File: src/rtl/mouse_cmd_arbiter_if.sv
// ---------------------------------------------------------------------------
// mouse_cmd_arbiter_if
//
// Bundles every handshake and byte-bus signal around the mouse command
// arbiter: the two requester channels, the transmitter/receiver byte
// interfaces and the completion report.
//
// Signals:
//   req0_valid / req1_valid  requester command request (held until ready)
//   req0_byte  / req1_byte   requester command byte
//   req0_ready / req1_ready  one-cycle grant pulse back to the requester
//   send_byte                one-cycle start pulse to the transmitter
//   byte_to_send             captured command byte for the transmitter
//   byte_sent                transmitter completion pulse
//   read_enable              receiver enable
//   byte_read                received byte
//   byte_error_code          receiver error code, non-zero = corrupted byte
//   byte_ready               receiver byte-valid pulse
//   done                     one-cycle completion pulse
//   done_id                  requester owning the finished command
//   done_status              completion status (ack/resend/error/timeout)
//   busy                     arbiter is handling a command
//
// Modports:
//   slave   the arbiter itself
//   master  the surroundings (requesters, transmitter, receiver)
// ---------------------------------------------------------------------------
interface mouse_cmd_arbiter_if;
    logic       req0_valid;
    logic [7:0] req0_byte;
    logic       req0_ready;
    logic       req1_valid;
    logic [7:0] req1_byte;
    logic       req1_ready;
    logic       send_byte;
    logic [7:0] byte_to_send;
    logic       byte_sent;
    logic       read_enable;
    logic [7:0] byte_read;
    logic [1:0] byte_error_code;
    logic       byte_ready;
    logic       done;
    logic       done_id;
    logic [1:0] done_status;
    logic       busy;

    modport slave (
        input  req0_valid,
        input  req0_byte,
        input  req1_valid,
        input  req1_byte,
        input  byte_sent,
        input  byte_read,
        input  byte_error_code,
        input  byte_ready,
        output req0_ready,
        output req1_ready,
        output send_byte,
        output byte_to_send,
        output read_enable,
        output done,
        output done_id,
        output done_status,
        output busy
    );

    modport master (
        output req0_valid,
        output req0_byte,
        output req1_valid,
        output req1_byte,
        output byte_sent,
        output byte_read,
        output byte_error_code,
        output byte_ready,
        input  req0_ready,
        input  req1_ready,
        input  send_byte,
        input  byte_to_send,
        input  read_enable,
        input  done,
        input  done_id,
        input  done_status,
        input  busy
    );
endinterface

File: src/rtl/mouse_cmd_arbiter.sv
// ---------------------------------------------------------------------------
// mouse_cmd_arbiter
//
// Shares the PS/2 mouse transmitter and receiver between two command
// requesters (0 = power-up initialisation sequencer, 1 = processor bus
// peripheral). One requester is granted at a time; its byte is sent, the
// mouse acknowledge is collected, resend replies are retried up to
// MAX_RETRIES times and exactly one completion status is reported per
// command.
//
// Parameters:
//   TIMEOUT_CYCLES  cycles allowed from entering WAIT_SENT to the end of
//                   WAIT_ACK for one attempt (2 .. 2^24-1)
//   MAX_RETRIES     resend attempts allowed after the first send
//
// Ports:
//   clk    system clock, rising edge
//   rst_n  asynchronous active-low reset
//   bus    mouse_cmd_arbiter_if.slave (requesters, tx/rx bytes, status)
//
// Status encoding: 00 ack (0xFA), 01 resend retries exhausted,
//                  10 error (0xFC), 11 timeout.
// ---------------------------------------------------------------------------
module mouse_cmd_arbiter #(
    parameter int TIMEOUT_CYCLES = 2000000,
    parameter int MAX_RETRIES    = 3
) (
    input  logic               clk,
    input  logic               rst_n,
    mouse_cmd_arbiter_if.slave bus
);

    localparam int RETRY_W = (MAX_RETRIES < 1) ? 1 : $clog2(MAX_RETRIES + 1);
    localparam logic [RETRY_W-1:0] RETRY_LIMIT  = RETRY_W'(MAX_RETRIES);
    localparam logic [RETRY_W-1:0] RETRY_ONE    = RETRY_W'(1);
    localparam logic [23:0]        TIMEOUT_LAST = 24'(TIMEOUT_CYCLES - 1);

    localparam logic [7:0] ACK_BYTE    = 8'hFA;
    localparam logic [7:0] ERROR_BYTE  = 8'hFC;
    localparam logic [7:0] RESEND_BYTE = 8'hFE;

    localparam logic [1:0] STATUS_ACK     = 2'b00;
    localparam logic [1:0] STATUS_RETRIES = 2'b01;
    localparam logic [1:0] STATUS_ERROR   = 2'b10;
    localparam logic [1:0] STATUS_TIMEOUT = 2'b11;

    typedef enum logic [2:0] {
        S_IDLE,
        S_SEND,
        S_WAIT_SENT,
        S_WAIT_ACK,
        S_DONE
    } state_t;

    state_t               state;
    state_t               state_next;
    logic [RETRY_W-1:0]   retry_count;
    logic [23:0]          timer;
    logic                 owner;
    logic                 last_grant;
    logic [7:0]           byte_reg;
    logic                 done_id_reg;
    logic [1:0]           done_status_reg;

    logic                 grant;
    logic                 grant_id;
    logic                 retry;
    logic                 finish;
    logic [1:0]           finish_status;
    logic                 timed_out;
    logic                 reply_bad;

    // The attempt timer starts at zero in the first WAIT_SENT cycle, so it
    // equals TIMEOUT_CYCLES-1 in the last allowed cycle. ">=" covers a
    // BYTE_SENT arriving in that very cycle, which pushes the timer one past.
    assign timed_out = (timer >= TIMEOUT_LAST);

    // A corrupted byte is treated exactly like an explicit resend request.
    assign reply_bad = (bus.byte_error_code != 2'b00) || (bus.byte_read == RESEND_BYTE);

    // State register.
    always_ff @(posedge clk or negedge rst_n) begin
        if (!rst_n) begin
            state <= S_IDLE;
        end else begin
            state <= state_next;
        end
    end

    // Next-state logic plus the one-cycle control strobes that the datapath
    // below consumes (grant, retry, finish with its status).
    always_comb begin
        state_next    = state;
        grant         = 1'b0;
        grant_id      = 1'b0;
        retry         = 1'b0;
        finish        = 1'b0;
        finish_status = STATUS_ACK;

        case (state)
            S_IDLE: begin
                if (bus.req0_valid || bus.req1_valid) begin
                    grant = 1'b1;
                    // Round-robin only matters under contention: the side
                    // not granted last wins.
                    if (bus.req0_valid && bus.req1_valid) begin
                        grant_id = ~last_grant;
                    end else begin
                        grant_id = bus.req1_valid;
                    end
                    state_next = S_SEND;
                end
            end

            S_SEND: begin
                state_next = S_WAIT_SENT;
            end

            S_WAIT_SENT: begin
                if (bus.byte_sent) begin
                    state_next = S_WAIT_ACK;
                end else if (timed_out) begin
                    finish        = 1'b1;
                    finish_status = STATUS_TIMEOUT;
                end
            end

            S_WAIT_ACK: begin
                // A reply in the final cycle beats the timeout.
                if (bus.byte_ready) begin
                    if (reply_bad) begin
                        if (retry_count < RETRY_LIMIT) begin
                            retry      = 1'b1;
                            state_next = S_SEND;
                        end else begin
                            finish        = 1'b1;
                            finish_status = STATUS_RETRIES;
                        end
                    end else if (bus.byte_read == ACK_BYTE) begin
                        finish        = 1'b1;
                        finish_status = STATUS_ACK;
                    end else if (bus.byte_read == ERROR_BYTE) begin
                        finish        = 1'b1;
                        finish_status = STATUS_ERROR;
                    end else if (timed_out) begin
                        finish        = 1'b1;
                        finish_status = STATUS_TIMEOUT;
                    end
                end else if (timed_out) begin
                    finish        = 1'b1;
                    finish_status = STATUS_TIMEOUT;
                end
            end

            S_DONE: begin
                state_next = S_IDLE;
            end

            default: begin
                state_next = S_IDLE;
            end
        endcase

        if (finish) begin
            state_next = S_DONE;
        end
    end

    // Transaction datapath: captured byte, owner, retry count, attempt timer,
    // completion report and round-robin pointer.
    always_ff @(posedge clk or negedge rst_n) begin
        if (!rst_n) begin
            byte_reg        <= 8'h00;
            owner           <= 1'b0;
            retry_count     <= '0;
            timer           <= 24'd0;
            done_id_reg     <= 1'b0;
            done_status_reg <= STATUS_ACK;
            last_grant      <= 1'b1;
        end else begin
            if (grant) begin
                byte_reg    <= grant_id ? bus.req1_byte : bus.req0_byte;
                owner       <= grant_id;
                retry_count <= '0;
            end else if (retry) begin
                retry_count <= retry_count + RETRY_ONE;
            end

            if (state == S_SEND) begin
                timer <= 24'd0;
            end else if ((state == S_WAIT_SENT) || (state == S_WAIT_ACK)) begin
                timer <= timer + 24'd1;
            end

            // Report is loaded on the edge into DONE so it is already valid
            // while the DONE pulse is high, then held until the next one.
            if (finish) begin
                done_id_reg     <= owner;
                done_status_reg <= finish_status;
            end

            if (state == S_DONE) begin
                last_grant <= owner;
            end
        end
    end

    // READY goes only with the first send of a transaction; retries leave
    // the retry count non-zero, which suppresses it.
    assign bus.req0_ready   = (state == S_SEND) && (retry_count == '0) && !owner;
    assign bus.req1_ready   = (state == S_SEND) && (retry_count == '0) && owner;
    assign bus.send_byte    = (state == S_SEND);
    assign bus.read_enable  = (state == S_WAIT_SENT) || (state == S_WAIT_ACK);
    assign bus.done         = (state == S_DONE);
    assign bus.busy         = (state != S_IDLE);
    assign bus.byte_to_send = byte_reg;
    assign bus.done_id      = done_id_reg;
    assign bus.done_status  = done_status_reg;

endmodule

File: src/flat_wrapper.sv
// flat-port wrapper written by rule: the top's interface ports become plain ports
module mouse_cmd_arbiter_flat 
#(
    parameter int TIMEOUT_CYCLES = 2000000,
    parameter int MAX_RETRIES    = 3
)
  (clk, rst_n, bus_req0_valid, bus_req0_byte, bus_req1_valid, bus_req1_byte, bus_byte_sent, bus_byte_read, bus_byte_error_code, bus_byte_ready, bus_req0_ready, bus_req1_ready, bus_send_byte, bus_byte_to_send, bus_read_enable, bus_done, bus_done_id, bus_done_status, bus_busy);
  mouse_cmd_arbiter_if bus_i ();
  input  logic clk;
  input  logic rst_n;
  input wire logic [$bits(bus_i.req0_valid)-1:0] bus_req0_valid;
  input wire logic [$bits(bus_i.req0_byte)-1:0] bus_req0_byte;
  input wire logic [$bits(bus_i.req1_valid)-1:0] bus_req1_valid;
  input wire logic [$bits(bus_i.req1_byte)-1:0] bus_req1_byte;
  input wire logic [$bits(bus_i.byte_sent)-1:0] bus_byte_sent;
  input wire logic [$bits(bus_i.byte_read)-1:0] bus_byte_read;
  input wire logic [$bits(bus_i.byte_error_code)-1:0] bus_byte_error_code;
  input wire logic [$bits(bus_i.byte_ready)-1:0] bus_byte_ready;
  output wire logic [$bits(bus_i.req0_ready)-1:0] bus_req0_ready;
  output wire logic [$bits(bus_i.req1_ready)-1:0] bus_req1_ready;
  output wire logic [$bits(bus_i.send_byte)-1:0] bus_send_byte;
  output wire logic [$bits(bus_i.byte_to_send)-1:0] bus_byte_to_send;
  output wire logic [$bits(bus_i.read_enable)-1:0] bus_read_enable;
  output wire logic [$bits(bus_i.done)-1:0] bus_done;
  output wire logic [$bits(bus_i.done_id)-1:0] bus_done_id;
  output wire logic [$bits(bus_i.done_status)-1:0] bus_done_status;
  output wire logic [$bits(bus_i.busy)-1:0] bus_busy;
  assign bus_i.req0_valid = bus_req0_valid;
  assign bus_i.req0_byte = bus_req0_byte;
  assign bus_i.req1_valid = bus_req1_valid;
  assign bus_i.req1_byte = bus_req1_byte;
  assign bus_i.byte_sent = bus_byte_sent;
  assign bus_i.byte_read = bus_byte_read;
  assign bus_i.byte_error_code = bus_byte_error_code;
  assign bus_i.byte_ready = bus_byte_ready;
  assign bus_req0_ready = bus_i.req0_ready;
  assign bus_req1_ready = bus_i.req1_ready;
  assign bus_send_byte = bus_i.send_byte;
  assign bus_byte_to_send = bus_i.byte_to_send;
  assign bus_read_enable = bus_i.read_enable;
  assign bus_done = bus_i.done;
  assign bus_done_id = bus_i.done_id;
  assign bus_done_status = bus_i.done_status;
  assign bus_busy = bus_i.busy;
  mouse_cmd_arbiter #(.TIMEOUT_CYCLES(TIMEOUT_CYCLES), .MAX_RETRIES(MAX_RETRIES)) u_core (.clk(clk), .rst_n(rst_n), .bus(bus_i));
endmodule
File: config.mk
export PLATFORM = sky130hd
export DESIGN_NAME = mouse_cmd_arbiter_flat
export DESIGN_NICKNAME = d
export VERILOG_FILES = /design/src/rtl/mouse_cmd_arbiter_if.sv /design/src/rtl/mouse_cmd_arbiter.sv /design/src/flat_wrapper.sv
export SDC_FILE = /design/constraint.sdc
export NUM_CORES = 1
export LEC_CHECK = 0
export CORE_UTILIZATION = 50
export DETAILED_ROUTE_END_ITERATION = 8
export GPL_ROUTABILITY_DRIVEN = 0
export PLACE_DENSITY = 0.79
export SKIP_CTS_REPAIR_TIMING = 1
export SLEW_MARGIN = 5
export SYNTH_ARGS = -nofsm -noshare
export SYNTH_HDL_FRONTEND = slang
export SYNTH_SLANG_ARGS = --single-unit
File: constraint.sdc
create_clock -name clk -period 4.8 [get_ports clk]
set_input_delay 0.96 -clock clk [delete_from_list [all_inputs] [get_ports clk]]
set_output_delay 0.96 -clock clk [all_outputs]
set_load 0.01 [all_outputs]
==> impl_results.md <==
* Drt drc at 1
* Overall Global Routing Usage at 22.6%
* Clock latency on the worst-skew pair at 300 ps
* Syn Nets at 311
* Global route total overflow at 0
* Pwr dens at approximately 450 nW/um2
* Synth area leaders: dfrtp_1 (43%), o21ai_0 (9.8%), nand2_1 (5.3%)
* Multi-input gate area at roughly 1200 um2
* Core Area at 4470 um2
* Detailed Route Iter0 Violations at approximately 130
* Worst slew pin tran at 984 ps
* Vias in the first global route at ~2000
* Switching power at about 0.00049 W
* Total Routed Length at 5260 um
* Sequential Power Share at 37.4%
* Period utilisation layout at 63.6%
* Overall power at 0.00136 W
* CTS buffer count at 5
* Via count at around 2200
* Main synth FF type: dfrtp_1
* Detailed Place HPWL at 3880 um
* Setup TNS Final at 0 ps
* Area delta synth->final at 24.4%
* Hold endpoint: u_core.bus.byte_to_send[3]
* FF/Latch Area at 1050 um2
* Global-route wire length before repair at between 9000 and 10000 um
* Synth Register Bits at 42
* HP Start: u_core.bus.byte_to_send[3]
* CTS Sinks at 42
* Fin cells at 370
* CTS root buffer: clkbuf_8
* Nets@finish at ~350
* Maximum root-to-sink buffer count at 2
* R2R setup slack at ~2200 ps
* Antenna-violating nets left at 0
* First drt pass iteration count at 7
* CTS tree: done
* HP Class: flop to flop
* Initial Util at 53.8%
* Most common cell in the netlist: o21ai_0
* Initial antenna violation count at 0
* Max_cap viols at 0
* Combinational Power Share at approximately 43%
* Sequential area share after synthesis at a little over two fifths
* Top post-synthesis cells by count: o21ai_0 (47), dfrtp_1 (41), nand2_1 (34), nor2_1 (24)
* Final Core Density at 66.9%
* CP Class: flop to output port
* Htree depth at 2
* Fin crit period at approximately 3100 ps
* Reg2reg start: u_core.state[1]
* FMAX at approximately 330 MHz
* Via/cell ratio at about 6.0
* Int Power at 0.000863 W
* Critical path arrival at around 2100 ps
* Reg-to-reg endpoint: u_core.bus.done_id
* Crit. End Element: output port
* Register with the most flip-flops: u_core.timer
* Share of the synthesized area in the top cell type at 42.6%
* Die ar. at 5090 um2
* Worst EP required at 3840 ps
* Clock Skew at roughly 12 ps
* Setup violations, final at 0
* Rel. slew slack at 34.0%
* RSZ-0062 raised after global routing: false
* Diode count at 0
* Rows at 24
* Clk pin slew, worst setup/hold paths at 80 ps
* Count of filler cells inserted in the layout at 360
* DP Cell Count at 362
* Library cells used by synthesis at 48
* Syn Area/Cell at slightly below 9 um2
* Hold Crit Depth at 2
* Leak pwr at 1.28 nW
* Max reg flops at 24
* EDFF count, synth at 0
* Net Sw Frac at 36.4%
* Worst R2R Path Depth at 8
* Area leader, netlist: dfrtp_1
* DIE HEIGHT at around 70 um
* Synthesized instance count at 276
* Avg WL per Cell at 14.2 um
* Final hold vios at 0
* VDD IR-drop max at approximately 0.0003 V
* Pin count of the biggest net entering global routing at 43
* FFs w/ async S/R, synth at between 90% and 100%
* Max-slew violation count at 0
* I/O pin total at 49
* Critical Path Start Type: flop
* Violated checks: design-rule violations
* Clock network power share at 20.1%
* Status: finished, violations left
* Crit Path Max Fanout at 21
* Synth warn at 0
* IO buf count at between 40 and 50
* Share of cells above drive strength 1 at 6.92%
* Die X-Extent at 71.4 um
* Synth Cell Area at 2410 um2
[power by group through the flow]
stage                     clock network (W)  logic (W)  registers, W
after detailed placement                  0   0.000582      0.000513
after global placement                    0   0.000571      0.000509
after global routing               0.000293   0.000646      0.000521
after floorplan                           0   0.000342      0.000510
final                              0.000273   0.000577      0.000508
after CTS                          0.000278   0.000584      0.000507
[kinds of logic after synthesis]
logic type,synth area share [%]
xor+xnor,0.728
buf+inv,4.52
fa+ha+maj,1.56
mux,5.77
compound gates,21.0
simple gates,22.7
flops,43.7
[layout make-up]
| type | count | share of cell area, % |
|---|---|---|
| clock buffer | 7 | 2.55 |
| clock inverter | 1 | 1.00 |
| inverter | 11 | 1.38 |
| multi-input combinational | 208 | 41.6 |
| sequential | 42 | 35.2 |
| tap | 52 | 2.17 |
| timing repair buffer | 49 | 16.1 |
[cells in the final DEF (no fill, tap or decap), drive strengths merged, types with 3 or more instances in the layout]
cell,instances
a211oi,3
a21oi,9
a22o,3
a31oi,7
and3,7
clkbuf,7
clkdlybuf4s50,47
dfrtp,41
ha,3
inv,11
mux2,4
mux2i,9
nand2,34
nand2b,4
nand3,8
nand4,11
nor2,24
nor3,4
o21ai,48
o31ai,4
or3,3
[worst max path at each step]
stage,start,endpoint,cells after the start
floorplan,bus_byte_read[0],u_core.bus.done_id,6
global placement,bus_byte_read[5],u_core.bus.done_id,7
detailed placement,bus_byte_read[3],u_core.bus.done_id,7
CTS,u_core.state[2],bus_read_enable,3
global route,u_core.state[2],bus_read_enable,3
finish,u_core.state[2],bus_read_enable,3
[stage by stage]
step	instance area [um2]	setup slack, ps	hold slack, ps
after floorplan	2410	2420	450
after global placement	2890	1950	460
after detailed placement	2890	1840	474
after CTS	2990	1740	490
after global routing	2990	1610	529
final	2990	1750	482
[metal layers]
metal  track usage [%]  vias up  share of wire, %
met5                 0        -                 0
met4              7.33        0              0.95
met3              5.20        5               5.7
met2              38.2       67                49
met1              28.7     1059                44
li1                  -     1076                 -
[critical path, cell delays in order (launching register included)]
cell,delay (ps)
dfrtp_1,480
nand2b_1,680
inv_1,130
clkdlybuf4s50_1,510
No activity file was read; power rests on OpenSTA's default activity.
==> variant 1, RTL diff (same flow settings) <==
`MAX_RETRIES` is set to 3 in 2 places; all go to 6.
--- a/src/rtl/mouse_cmd_arbiter.sv
+++ b/src/rtl/mouse_cmd_arbiter.sv
@@ -23,7 +23,7 @@
 // ---------------------------------------------------------------------------
 module mouse_cmd_arbiter #(
     parameter int TIMEOUT_CYCLES = 2000000,
-    parameter int MAX_RETRIES    = 3
+    parameter int MAX_RETRIES    = 6
 ) (
     input  logic               clk,
     input  logic               rst_n,
--- a/src/flat_wrapper.sv
+++ b/src/flat_wrapper.sv
@@ -2,7 +2,7 @@
 module mouse_cmd_arbiter_flat 
 #(
     parameter int TIMEOUT_CYCLES = 2000000,
-    parameter int MAX_RETRIES    = 3
+    parameter int MAX_RETRIES    = 6
 )
   (clk, rst_n, bus_req0_valid, bus_req0_byte, bus_req1_valid, bus_req1_byte, bus_byte_sent, bus_byte_read, bus_byte_error_code, bus_byte_ready, bus_req0_ready, bus_req1_ready, bus_send_byte, bus_byte_to_send, bus_read_enable, bus_done, bus_done_id, bus_done_status, bus_busy);
   mouse_cmd_arbiter_if bus_i ();
Behaviour: same outputs for any inputs over 10 cycles, from zero or initial values and one cycle with rst_n low; that may be too few to reach the edited logic, so the function may still have changed.
==> variant 1 against the original RTL <==
- wire length up 12%
- synthesized area up 7.3%
- global-route usage up 1.2 points
- cell count up 7.6%
- worst setup slack worse by 0.26 ns
- worst hold slack better by 0.014 ns
- core utilization down 2.0 points
- cell area up 5.1%
- sequential cell count up 1
- first-iteration DRC count up 17%
- total power up 0.85%
- largest power group unchanged
- largest cell class unchanged
- count of clock-buffer cells in the layout unchanged
==> variant 1: results (changes against the original RTL) <==
Worst setup path
  • Delay of the slowest cell on the worst path: 0.66 ns (was 0.68 ns)
  • Maximum fanout along the worst path: 22 (was 21)
  • R2R cell count: 7 (was 8)
  • Internal reg-to-reg setup slack: 2.36 ns (was 2.18 ns)
  • Slowest stage cell, crit path: sky130_fd_sc_hd__clkdlybuf4s50_1 (was sky130_fd_sc_hd__nand2b_1)
  • Data arrival time at the worst-slack endpoint: 2.35 ns (was 2.09 ns)

GRT
  • Routing usage on met1: 0.306 (was 0.287)
  • Met3 Track Usage GR: 0.0604 (was 0.0520)
  • Via count of the first global-routing pass: 2202 (was 2003)
  • Total track usage: 0.238 (was 0.226)
  • Maximum number of pins on one net before global-route repair: 44 (was 43)

Run status
  • Outcome: finished clean (was finished, violations left)

Layout
  • Fraction of layout cells with a size suffix above 1: 0.0785 (was 0.0692)
  • Fill cell count: 401 (was 360)

Routing
  • Detailed-router iteration count before antenna repair: 4 (was 7)
  • Avg WL per Cell: 14.8 µm (was 14.2 µm)
  • Routed via count divided by cell count: 5.83 (was 5.96)

Yosys
  • Register area share after synthesis: 0.417 (was 0.437)
  • Top cell types by occurrence after synthesis: 42 x sky130_fd_sc_hd__dfrtp_1, 33 x sky130_fd_sc_hd__o21ai_0, 29 x sky130_fd_sc_hd__nor2_1 (was 47 x sky130_fd_sc_hd__o21ai_0, 41 x sky130_fd_sc_hd__dfrtp_1, 34 x sky130_fd_sc_hd__nand2_1)
  • Synth cell types: 57 (was 48)
  • Cells taking the most area after synthesis: sky130_fd_sc_hd__dfrtp_1 41%, sky130_fd_sc_hd__o21ai_0 6.4%, sky130_fd_sc_hd__mux2i_1 5.8% (was sky130_fd_sc_hd__dfrtp_1 43%, sky130_fd_sc_hd__o21ai_0 9.8%, sky130_fd_sc_hd__nand2_1 5.3%)
  • Share of the synthesized area in compound gates (AO/OA/AOI/OAI): 0.195 (was 0.210)
  • Net count after synthesis: 326 (was 311)
  • Share of the synthesized netlist area taken by xor and xnor gates: 0.0102 (was 0.00728)

Hold path
  • Hold Path Stages: 1 (was 2)

STA
  • Slew HR: 0.373 (was 0.340)
  • Final Skew: 0.0112 ns (was 0.0121 ns)

Pwr
  • Leakage power of the design: 1.35 nW (was 1.28 nW)
variant 1: layout make-up:
class / count / area, µm² / share of cell area
Clock buffer: 7 / 86.3 / 0.0274
Clock inverter: 1 / 5.00 / 0.00159
Inverter: 10 / 37.5 / 0.0119
Multi-Input combinational cell: 221 / 1370 / 0.437
Sequential cell: 43 / 1080 / 0.342
Tap cell: 67 / 83.8 / 0.0266
Timing Repair Buffer: 49 / 483 / 0.153
variant 1: how the worst min path moves through the flow:
stage                                            start  slack (ns)                            to
final                     u_core.timer[19]$_DFFE_PN0P_        0.50  u_core.timer[19]$_DFFE_PN0P_
after global routing      u_core.timer[19]$_DFFE_PN0P_        0.52  u_core.timer[19]$_DFFE_PN0P_
after CTS                 u_core.timer[19]$_DFFE_PN0P_        0.50  u_core.timer[19]$_DFFE_PN0P_
after detailed placement  u_core.timer[19]$_DFFE_PN0P_        0.49  u_core.timer[19]$_DFFE_PN0P_
after global placement    u_core.timer[19]$_DFFE_PN0P_        0.48  u_core.timer[19]$_DFFE_PN0P_
after floorplan           u_core.timer[19]$_DFFE_PN0P_        0.46  u_core.timer[19]$_DFFE_PN0P_
variant 1: metal layers:
metal / up-vias / routed length, µm / part of all wire
met5: - / 0 / 0
met1: 1117 / 2710 / 0.46
met2: 57 / 2800 / 0.47
li1: 1141 / - / -
met4: 0 / 48 / 0.0081
met3: 6 / 336 / 0.057
variant 1: metrics by stage:
stage / cells / hold slack, ns
3_5_place_dp: 390 / 0.487
6_report: 398 / 0.496
4_1_cts: 398 / 0.499
3_3_place_gp: 390 / 0.477
5_1_grt: 398 / 0.525
2_1_floorplan: 291 / 0.457
variant 1: logic make-up (layout without fill, tap and decap cells):
family                   Yosys count  count (layout)
buffers and inverters             27              67
AND/OR/NAND/NOR                  116             116
AO/OA/AOI/OAI                     83              83
flip-flops                        43              43
adder cells (fa/ha/maj)            3               3
multiplexers                      16              16
XOR/XNOR                           3               3
variant 1: where the power goes:
part           switching (mW)  internal (mW)  leakage [nW]
clock network           0.122          0.116        0.0482
logic                   0.327          0.273         0.749
registers              0.0832          0.448         0.550
total                   0.532          0.837          1.35
==> variant 2, RTL diff (same flow settings) <==
Without the edit above. The 5 states of `state_t` get a one-hot encoding in 5 bits.
--- a/src/rtl/mouse_cmd_arbiter.sv
+++ b/src/rtl/mouse_cmd_arbiter.sv
@@ -44,12 +44,12 @@
     localparam logic [1:0] STATUS_ERROR   = 2'b10;
     localparam logic [1:0] STATUS_TIMEOUT = 2'b11;
 
-    typedef enum logic [2:0] {
-        S_IDLE,
-        S_SEND,
-        S_WAIT_SENT,
-        S_WAIT_ACK,
-        S_DONE
+    typedef enum logic [4:0] {
+        S_IDLE      = 5'b00001,
+        S_SEND      = 5'b00010,
+        S_WAIT_SENT = 5'b00100,
+        S_WAIT_ACK  = 5'b01000,
+        S_DONE      = 5'b10000
     } state_t;
 
     state_t               state;
Behaviour: same outputs for any inputs over 10 cycles, from zero or initial values and one cycle with rst_n low; not proved beyond that.
==> variant 2 against the original RTL <==
- the flow still finishes with violations (design-rule violations)
- cell area grew 1.8%
- worst setup slack worse by 0.64 ns
- synthesized area barely moved
- wire length down 5.3%
- fmax fell by 17%
- register-to-register slack better by 0.23 ns
- total power fell by 14%
- core utilization is 1.2 points higher
- non-clock buffer count did not move
- sequential cell count is 2 higher
- first-iteration DRC count rose by 66%
- critical path type unchanged
- largest cell class unchanged
==> variant 2: results (changes against the original RTL) <==
Run status
  • Outcome: finished, violations left (unchanged)
  • Violations in the final reports: design-rule violations (unchanged)

Yosys
  • Share of the synthesized netlist area taken by xor and xnor gates: 0.0728 (was 0.00728)
  • Synth cell types: 43 (was 48)
  • Top cell types by occurrence after synthesis: 42 x sky130_fd_sc_hd__dfrtp_1, 37 x sky130_fd_sc_hd__nor2_1, 17 x sky130_fd_sc_hd__a21oi_1 (was 47 x sky130_fd_sc_hd__o21ai_0, 41 x sky130_fd_sc_hd__dfrtp_1, 34 x sky130_fd_sc_hd__nand2_1)
  • Register area share after synthesis: 0.459 (was 0.437)
  • Share of the synthesized area in compound gates (AO/OA/AOI/OAI): 0.117 (was 0.210)
  • Cells taking the most area after synthesis: sky130_fd_sc_hd__dfrtp_1 44%, sky130_fd_sc_hd__nor2_1 5.8%, sky130_fd_sc_hd__xnor2_1 4.4% (was sky130_fd_sc_hd__dfrtp_1 43%, sky130_fd_sc_hd__o21ai_0 9.8%, sky130_fd_sc_hd__nand2_1 5.3%)
  • Fraction of synthesized area in multiplexers: 0.0468 (was 0.0577)
  • Net count after synthesis: 287 (was 311)

GRT
  • Global-route wire length before repair: 8900 µm (was 9030 µm)
  • Total track usage: 0.224 (was 0.226)
  • Maximum number of pins on one net before global-route repair: 45 (was 43)
  • Via count of the first global-routing pass: 2014 (was 2003)

Worst setup path
  • Maximum fanout along the worst path: 13 (was 21)
  • R2R Path End: u_core.bus.byte_to_send[4]$_DFFE_PN0P_ (was u_core.bus.done_id$_DFFE_PN0N_)
  • Data arrival time at the worst-slack endpoint: 2.74 ns (was 2.09 ns)
  • Delay of the slowest cell on the worst path: 0.72 ns (was 0.68 ns)
  • Worst R2R Start: u_core.state[3]$_DFFE_PN0P_ (was u_core.state[1]$_DFFE_PN0P_)

Pwr
  • Leakage power of the design: 1.35 nW (was 1.28 nW)
  • Worst VDD drop: 330 µV (was 302 µV)

STA
  • Final Skew: 0.00470 ns (was 0.0121 ns)
  • Slew HR: 0.367 (was 0.340)

Layout
  • Fraction of layout cells with a size suffix above 1: 0.0728 (was 0.0692)
  • Count of nets after finishing: 336 (was 352)

Placed design
  • Placed instance area: 2920 µm² (was 2890 µm²)

Hold path
  • Worst Min Path Start: u_core.bus.done_status[0]$_DFFE_PN0N_ (was u_core.bus.byte_to_send[3]$_DFFE_PN0P_)

Routing
  • DR DRC count: 2 (was 1)
  • Routed via count divided by cell count: 5.70 (was 5.96)
  • Initial detailed-routing violation count: 218 (was 131)
variant 2: cell types whose count changed after synthesis, moves of 5 or more:
cell / before / now
sky130_fd_sc_hd__a21oi_1: 8 / 17
sky130_fd_sc_hd__a31oi_1: 7 / 1
sky130_fd_sc_hd__clkbuf_1: 10 / 5
sky130_fd_sc_hd__nand2_1: 34 / 15
sky130_fd_sc_hd__nand4_1: 11 / 6
sky130_fd_sc_hd__nor2_1: 24 / 37
sky130_fd_sc_hd__nor4_1: 0 / 6
sky130_fd_sc_hd__o21ai_0: 47 / 10
sky130_fd_sc_hd__xnor2_1: 2 / 12
sky130_fd_sc_hd__xor2_1: 0 / 8
variant 2: logic make-up after synthesis:
group                    after synthesis
XOR/XNOR                              20
adder cells (fa/ha/maj)                3
AO/OA/AOI/OAI                         45
buffers and inverters                 18
AND/OR/NAND/NOR                      111
flip-flops                            44
multiplexers                          11
variant 2: final cells by class:
| type | count | area [µm²] |
|---|---|---|
| Clock buffer | 6 | 82.6 |
| Tap cell | 52 | 65.1 |
| Multi-Input combinational cell | 190 | 1230 |
| Fill cell | 349 | 1430 |
| Inverter | 11 | 41.3 |
| Clock inverter | 2 | 38.8 |
| Timing Repair Buffer | 49 | 483 |
| Sequential cell | 44 | 1100 |
variant 2: worst min-delay path by stage:
stage / to / slack [ns] / cells after the start
final: u_core.bus.done_status[0]$_DFFE_PN0N_ / 0.53 / 2
after global routing: u_core.bus.done_id$_DFFE_PN0N_ / 0.57 / 1
after CTS: u_core.bus.done_status[0]$_DFFE_PN0N_ / 0.54 / 2
after detailed placement: u_core.bus.done_status[0]$_DFFE_PN0N_ / 0.52 / 2
after global placement: u_core.bus.done_id$_DFFE_PN0N_ / 0.50 / 1
after floorplan: u_core.timer[1]$_DFFE_PN0P_ / 0.51 / 2
variant 2: report_power, final:
group | total, mW | internal, mW | switching, mW
Combinational | 0.396 | 0.195 | 0.201
Clock | 0.299 | 0.170 | 0.129
Sequential | 0.476 | 0.431 | 0.0449
Total | 1.17 | 0.796 | 0.375
variant 2: metal layers:
| metal | track usage | vias up | wire length [µm] |
|---|---|---|---|
| li1 | - | 993 | - |
| met3 | 0.0647 | 5 | 313 |
| met1 | 0.288 | 963 | 2250 |
| met5 | 0 | - | 0 |
| met2 | 0.370 | 58 | 2370 |
| met4 | 0.0622 | 0 | 41 |
variant 2: per-stage QoR:
step	instances	total power, mW
after floorplan	252	0.704
after global placement	346	0.869
after detailed placement	346	0.880
after CTS	354	1.18
after global routing	354	1.24
final	354	1.17
